**config.mk**
```make
export PLATFORM = sky130hd
export DESIGN_NAME = sw_max_tracker
export DESIGN_NICKNAME = d
export VERILOG_FILES = /design/src/rtl/sw_pkg.sv /design/src/rtl/sw_pos_counter.sv /design/src/rtl/sw_max_tracker.sv
export SDC_FILE = /design/constraint.sdc
export NUM_CORES = 1
export LEC_CHECK = 0
export ABC_AREA = 1
export BUFFER_PORTS_ARGS = -buffer_cell sky130_fd_sc_hd__buf_4
export CAP_MARGIN = 20
export CORE_MARGIN = 2
export CORE_UTILIZATION = 59
export CTS_BUF_LIST = sky130_fd_sc_hd__clkbuf_4
export CTS_CLUSTER_DIAMETER = 40
export DETAILED_ROUTE_END_ITERATION = 7
export HOLD_SLACK_MARGIN = 0.15
export PLACE_DENSITY = 0.83
export SKIP_LAST_GASP = 1
export SLEW_MARGIN = 20
export SYNTH_ARGS = -nofsm -noshare
export SYNTH_HDL_FRONTEND = slang
export SYNTH_SLANG_ARGS = --single-unit
```
**constraint.sdc**
```tcl
create_clock -name clk -period 2.64 [get_ports clk]
set_clock_uncertainty 0.1 [all_clocks]
set_input_delay 0.396 -clock clk [delete_from_list [all_inputs] [get_ports clk]]
set_output_delay 0.396 -clock clk [all_outputs]
set_load 0.02 [all_outputs]
```
**src/rtl/sw_pkg.sv**
```systemverilog
// rtl/sw_pkg.sv - shared widths, score type and tracker state encoding
//
// Purpose: common definitions for the Smith-Waterman cell array and its
// downstream max tracker.
//   SCORE_W        signed cell score width
//   POS_W          row/column index and length width
//   score_t        signed score type
//   sw_trk_state_t tracker FSM states
package sw_pkg;

    localparam int SCORE_W = 8;
    localparam int POS_W   = 10;

    typedef logic signed [SCORE_W-1:0] score_t;

    typedef enum logic [1:0] {
        IDLE = 2'd0,
        RUN  = 2'd1,
        DONE = 2'd2
    } sw_trk_state_t;

endpackage

```
**src/rtl/sw_pos_counter.sv**
```systemverilog
// rtl/sw_pos_counter.sv - row-major row/column position counter
//
// Purpose: tracks the matrix position of the next accepted cell score.
// Ports:
//   clk, rst     clock, synchronous active-high reset
//   clr          return to row 0, column 0
//   inc          advance one column, wrapping into the next row
//   s_len, q_len matrix dimensions (columns, rows)
//   row, col     current position
//   last         current position is the final cell (q_len-1, s_len-1)
module sw_pos_counter #(
    parameter int POS_W = sw_pkg::POS_W
) (
    input  logic             clk,
    input  logic             rst,
    input  logic             clr,
    input  logic             inc,
    input  logic [POS_W-1:0] s_len,
    input  logic [POS_W-1:0] q_len,
    output logic [POS_W-1:0] row,
    output logic [POS_W-1:0] col,
    output logic             last
);

    localparam logic [POS_W-1:0] ONE = POS_W'(1);

    logic col_wrap;

    assign col_wrap = (col == s_len - ONE);
    assign last     = (row == q_len - ONE) && col_wrap;

    always_ff @(posedge clk) begin
        if (rst || clr) begin
            row <= '0;
            col <= '0;
        end else if (inc) begin
            if (col_wrap) begin
                col <= '0;
                row <= row + ONE;
            end else begin
                col <= col + ONE;
            end
        end
    end

endmodule

```
**src/rtl/sw_max_tracker.sv**
```systemverilog
// rtl/sw_max_tracker.sv - running max score, position and threshold hit tracker
//
// Purpose: consumes one alignment's cell scores in row-major order, keeps the
// largest score with its position and a sticky threshold-hit flag, and offers
// the result through a valid/ready handshake.
// Ports:
//   clk, rst                       clock, synchronous active-high reset
//   start, q_len, s_len, threshold alignment launch and its parameters
//   score_valid, score, score_ready   score stream
//   result_valid, result_ready        result handshake
//   max_score, max_q_pos, max_s_pos   best score and its (row, column)
//   hit                               some score reached the threshold
//   busy                              tracker not idle
module sw_max_tracker #(
    parameter int SCORE_W = sw_pkg::SCORE_W,
    parameter int POS_W   = sw_pkg::POS_W
) (
    input  logic               clk,
    input  logic               rst,
    input  logic               start,
    input  logic [POS_W-1:0]   q_len,
    input  logic [POS_W-1:0]   s_len,
    input  logic [SCORE_W-1:0] threshold,
    input  logic               score_valid,
    input  logic [SCORE_W-1:0] score,
    output logic               score_ready,
    output logic               result_valid,
    input  logic               result_ready,
    output logic [SCORE_W-1:0] max_score,
    output logic [POS_W-1:0]   max_q_pos,
    output logic [POS_W-1:0]   max_s_pos,
    output logic               hit,
    output logic               busy
);

    import sw_pkg::*;

    sw_trk_state_t state, next_state;

    logic [POS_W-1:0]          q_len_r;
    logic [POS_W-1:0]          s_len_r;
    logic signed [SCORE_W-1:0] thr_r;

    logic             accept_start;
    logic             xfer;
    logic             cnt_last;
    logic [POS_W-1:0] row;
    logic [POS_W-1:0] col;

    assign accept_start = (state == IDLE) && start;
    assign xfer         = score_valid && score_ready;

    always_ff @(posedge clk) begin
        if (rst) begin
            state <= IDLE;
        end else begin
            state <= next_state;
        end
    end

    // Handshake outputs decode only the state register.
    always_comb begin
        next_state   = state;
        score_ready  = 1'b0;
        result_valid = 1'b0;
        busy         = 1'b0;
        case (state)
            IDLE: begin
                if (start) begin
                    // An empty matrix has no cells to wait for.
                    if (q_len == '0 || s_len == '0) begin
                        next_state = DONE;
                    end else begin
                        next_state = RUN;
                    end
                end
            end
            RUN: begin
                score_ready = 1'b1;
                busy        = 1'b1;
                if (score_valid && cnt_last) begin
                    next_state = DONE;
                end
            end
            DONE: begin
                result_valid = 1'b1;
                busy         = 1'b1;
                if (result_ready) begin
                    next_state = IDLE;
                end
            end
            default: begin
                next_state = IDLE;
            end
        endcase
    end

    always_ff @(posedge clk) begin
        if (rst) begin
            q_len_r   <= '0;
            s_len_r   <= '0;
            thr_r     <= '0;
            max_score <= '0;
            max_q_pos <= '0;
            max_s_pos <= '0;
            hit       <= 1'b0;
        end else if (accept_start) begin
            q_len_r   <= q_len;
            s_len_r   <= s_len;
            thr_r     <= $signed(threshold);
            max_score <= '0;
            max_q_pos <= '0;
            max_s_pos <= '0;
            hit       <= 1'b0;
        end else if (xfer) begin
            // Strict compare keeps the earliest position on ties; starting
            // from 0 means negative scores never win.
            if ($signed(score) > $signed(max_score)) begin
                max_score <= score;
                max_q_pos <= row;
                max_s_pos <= col;
            end
            if ($signed(score) >= thr_r) begin
                hit <= 1'b1;
            end
        end
    end

    sw_pos_counter #(
        .POS_W (POS_W)
    ) u_pos_counter (
        .clk   (clk),
        .rst   (rst),
        .clr   (accept_start),
        .inc   (xfer),
        .s_len (s_len_r),
        .q_len (q_len_r),
        .row   (row),
        .col   (col),
        .last  (cnt_last)
    );

endmodule

```
==> metrics.cfg <==
[synth]
yosys_warnings = 0
ys_seq_elements = 79
yosysTopAreaCellShare_pct = 35.0
async_reset_ff_share_pct = 0
seq_area_frac_synth_pct = 35.0
synthCells = 666
synth_edf_count = 0
netlist_area_um2 = 4520
synth_cell_types = 33
syn_avg_cell_area_um2 = 6.79
synth.area.top_cells = dfxtp_1 35%, nand2_1 13%, a21oi_1 7.0%, nor2_1 6.6%, ha_1 6.4%
synth_fp_nets = 730
synth_top_area_cell = dfxtp_1
synth_ff_type = dfxtp_1

[routing]
antenna_left = 0
num_vias = 4570
vias_per_cell = 5.30
route.detailed.drc = 0
dr.pass1.iters = 5
initialDrtViolationCount = 234
wire_per_inst_um = 13.3
wl_um = 11500

[clocking]
htree_num_levels = 3
cts.sinks = 79
cts_buffers = 9
cts_root_buf = clkbuf_4
cts_buffer_depth = 2
clk_latency_ps = 440
cts_setup_buffers = 0
path_clk_slew_ps = 140
cts_tree = built

[floorplanning]
rows = 31
die_h_um = 91.6
io_pins = 73
initial_core_util_pct = 61.7
core-area_um2 = 7330
dieArea_um2 = 8380
fp.dieW_um = 91.6

[run_status]
status = complete, no violations

[timing]
setup_violations = 0
fmax_ghz = 0.412
rsz0062_at_grt = false
slew_headroom_pct = 33.5
maxSlewViolCount = 0
worst_pin_slew_ps = 996
finalSetupTns_ps = 0
hold_viol_final = 0
post-route-period-util_pct = 91.8
fin_crit_ps = 2420

[setup_path]
crit_chain = dlygate4sd3_1 -> buf_4 -> ha_1 -> a21oi_1 -> o21a_1 -> nand2_1 -> xnor2_2 -> nand3_2 -> buf_4 -> nand2_1 -> a21oi_1
r2r_end = u_pos_counter.col[1]
cp_max_fo = 33
crit_required_ps = 2900
r2r-start = state[1]
crit_path_max_incr_delay_ps = 540
crit_type = input port to register
endpoint_kind = register
cp.arrival_ps = 2690
startpoint_type = input port
crit_slowest_cell = dlygate4sd3_1
r2r_slack_ps = 280
r2r_cells = 8

[global_routing]
antenna_found_initial = 0
grt_pass1_vias = 4511
grt_pass1_wl_um = 19600
grt_max_degree = 51
grt.total_usage_pct = 28.4
overflow = 0

[finish]
layout.cells.non_filler = 863
final_common_cell = nand2_1
syn_to_final_growth_pct = 22.9
drive_gt1_share_pct = 15.6
num_antenna_cells = 0
nNetsFinal = 823
final_cell_mix = 162 x nand2_1, 80 x nor2_1, 79 x dfxtp_1

[power_and_ir_drop]
leakage_nw = 2.50
vdd_drop_max_v = 0.000599
power.density_nw_per_um2 = 735

[job]
maxCapViolCount = 0

[placement]
portBuffers = 72
place_inst = 819
dp_hpwl_um = 8440
globalplace.congestion = 0.920

[hold_path]
hold_class = input port to register
hold_depth = 3
min_to = q_len_r[2]
min-delay-start = q_len[2]

==> where the power goes <==
group,switching [W],internal [W]
logic,0.00120,0.000658
clock network,0.000464,0.000299
registers,0.000117,0.00134
total,0.00178,0.00230
==> Yosys cell counts, types with 5 or more instances <==
| cell type | n |
|---|---|
| nor2_1 | 80 |
| xnor2_1 | 11 |
| ha_1 | 23 |
| nand2_1 | 162 |
| clkbuf_1 | 15 |
| o21ai_0 | 37 |
| dfxtp_1 | 79 |
| nor2_2 | 5 |
| a21oi_1 | 63 |
| inv_1 | 74 |
| buf_2 | 7 |
| inv_2 | 6 |
| nand3_1 | 27 |
| nor3_1 | 8 |
| nand4_1 | 32 |
| xor2_1 | 10 |
==> state kept, by name, indices dropped and copies added (netlist names) <==
| name | count |
|---|---|
| max_score | 8 |
| hit | 1 |
| state | 2 |
| thr_r | 8 |
| max_q_pos | 10 |
| s_len_r | 10 |
| max_s_pos | 10 |
| u_pos_counter.col | 10 |
| q_len_r | 10 |
| u_pos_counter.row | 10 |
==> worst max-delay path, delay by kind of cell <==
kind                     cells  cell delay [ps]
adder cells (fa/ha/maj)      1              350
XOR/XNOR                     1              150
AND/OR/NAND/NOR              3              280
AO/OA/AOI/OAI                3              450
buffers and inverters        3             1040
==> how the worst max path moves through the flow <==
stage          cells past startpoint  slack (ps)                    to         start
3_3_place_gp                      13         420  u_pos_counter.row[1]    s_len_r[1]
6_report                          11         220          max_q_pos[8]      score[7]
4_1_cts                           11         230          max_q_pos[8]      score[7]
3_5_place_dp                      10         330          max_q_pos[8]      score[7]
5_1_grt                           13          90  u_pos_counter.row[7]    s_len_r[1]
2_1_floorplan                      9         590          max_q_pos[0]  max_score[7]
==> through the flow <==
stage | hold WS [ps] | total power, W | cell area (um^2) | setup slack (ps) | util (%)
CTS | 153 | 0.00407 | 5550 | 229 | 75.7
global placement | 350 | 0.00321 | 5130 | 417 | 70.0
detailed placement | 355 | 0.00329 | 5130 | 335 | 70.0
floorplan | 333 | 0.00284 | 4520 | 586 | -
finish | 147 | 0.00408 | 5560 | 216 | 75.8
global route | 168 | 0.00441 | 5560 | 88.9 | 75.8
==> kinds of logic after synthesis <==
family	share of synthesized area [%]
fa+ha+maj	6.36
buf+inv	8.93
simple gates	32.4
flops	35.0
xor+xnor	5.78
compound gates	11.6
==> repair_timing <==
item | CTS | global route
hold buffers | 27 | 1
hold endpoints to repair | 27 | 1
gates resized for setup | 0 | 0
==> layout make-up <==
| class | count | area [um^2] |
|---|---|---|
| Multi-Input combinational cell | 482 | 2540 |
| Inverter | 81 | 304 |
| Clock buffer | 9 | 67.6 |
| Timing Repair Buffer | 106 | 866 |
| Tap cell | 99 | 124 |
| Fill cell | 558 | 1770 |
| Clock inverter | 7 | 78.8 |
| Sequential cell | 79 | 1580 |
==> routing by layer <==
layer	GRT usage, %	up-vias	routed length [um]
met1	32.9	2111	4870
li1	-	2336	-
met4	8.59	0	157
met2	52.2	108	5990
met3	5.64	15	476
met5	0	-	0
(Power assumes the default switching activity.)
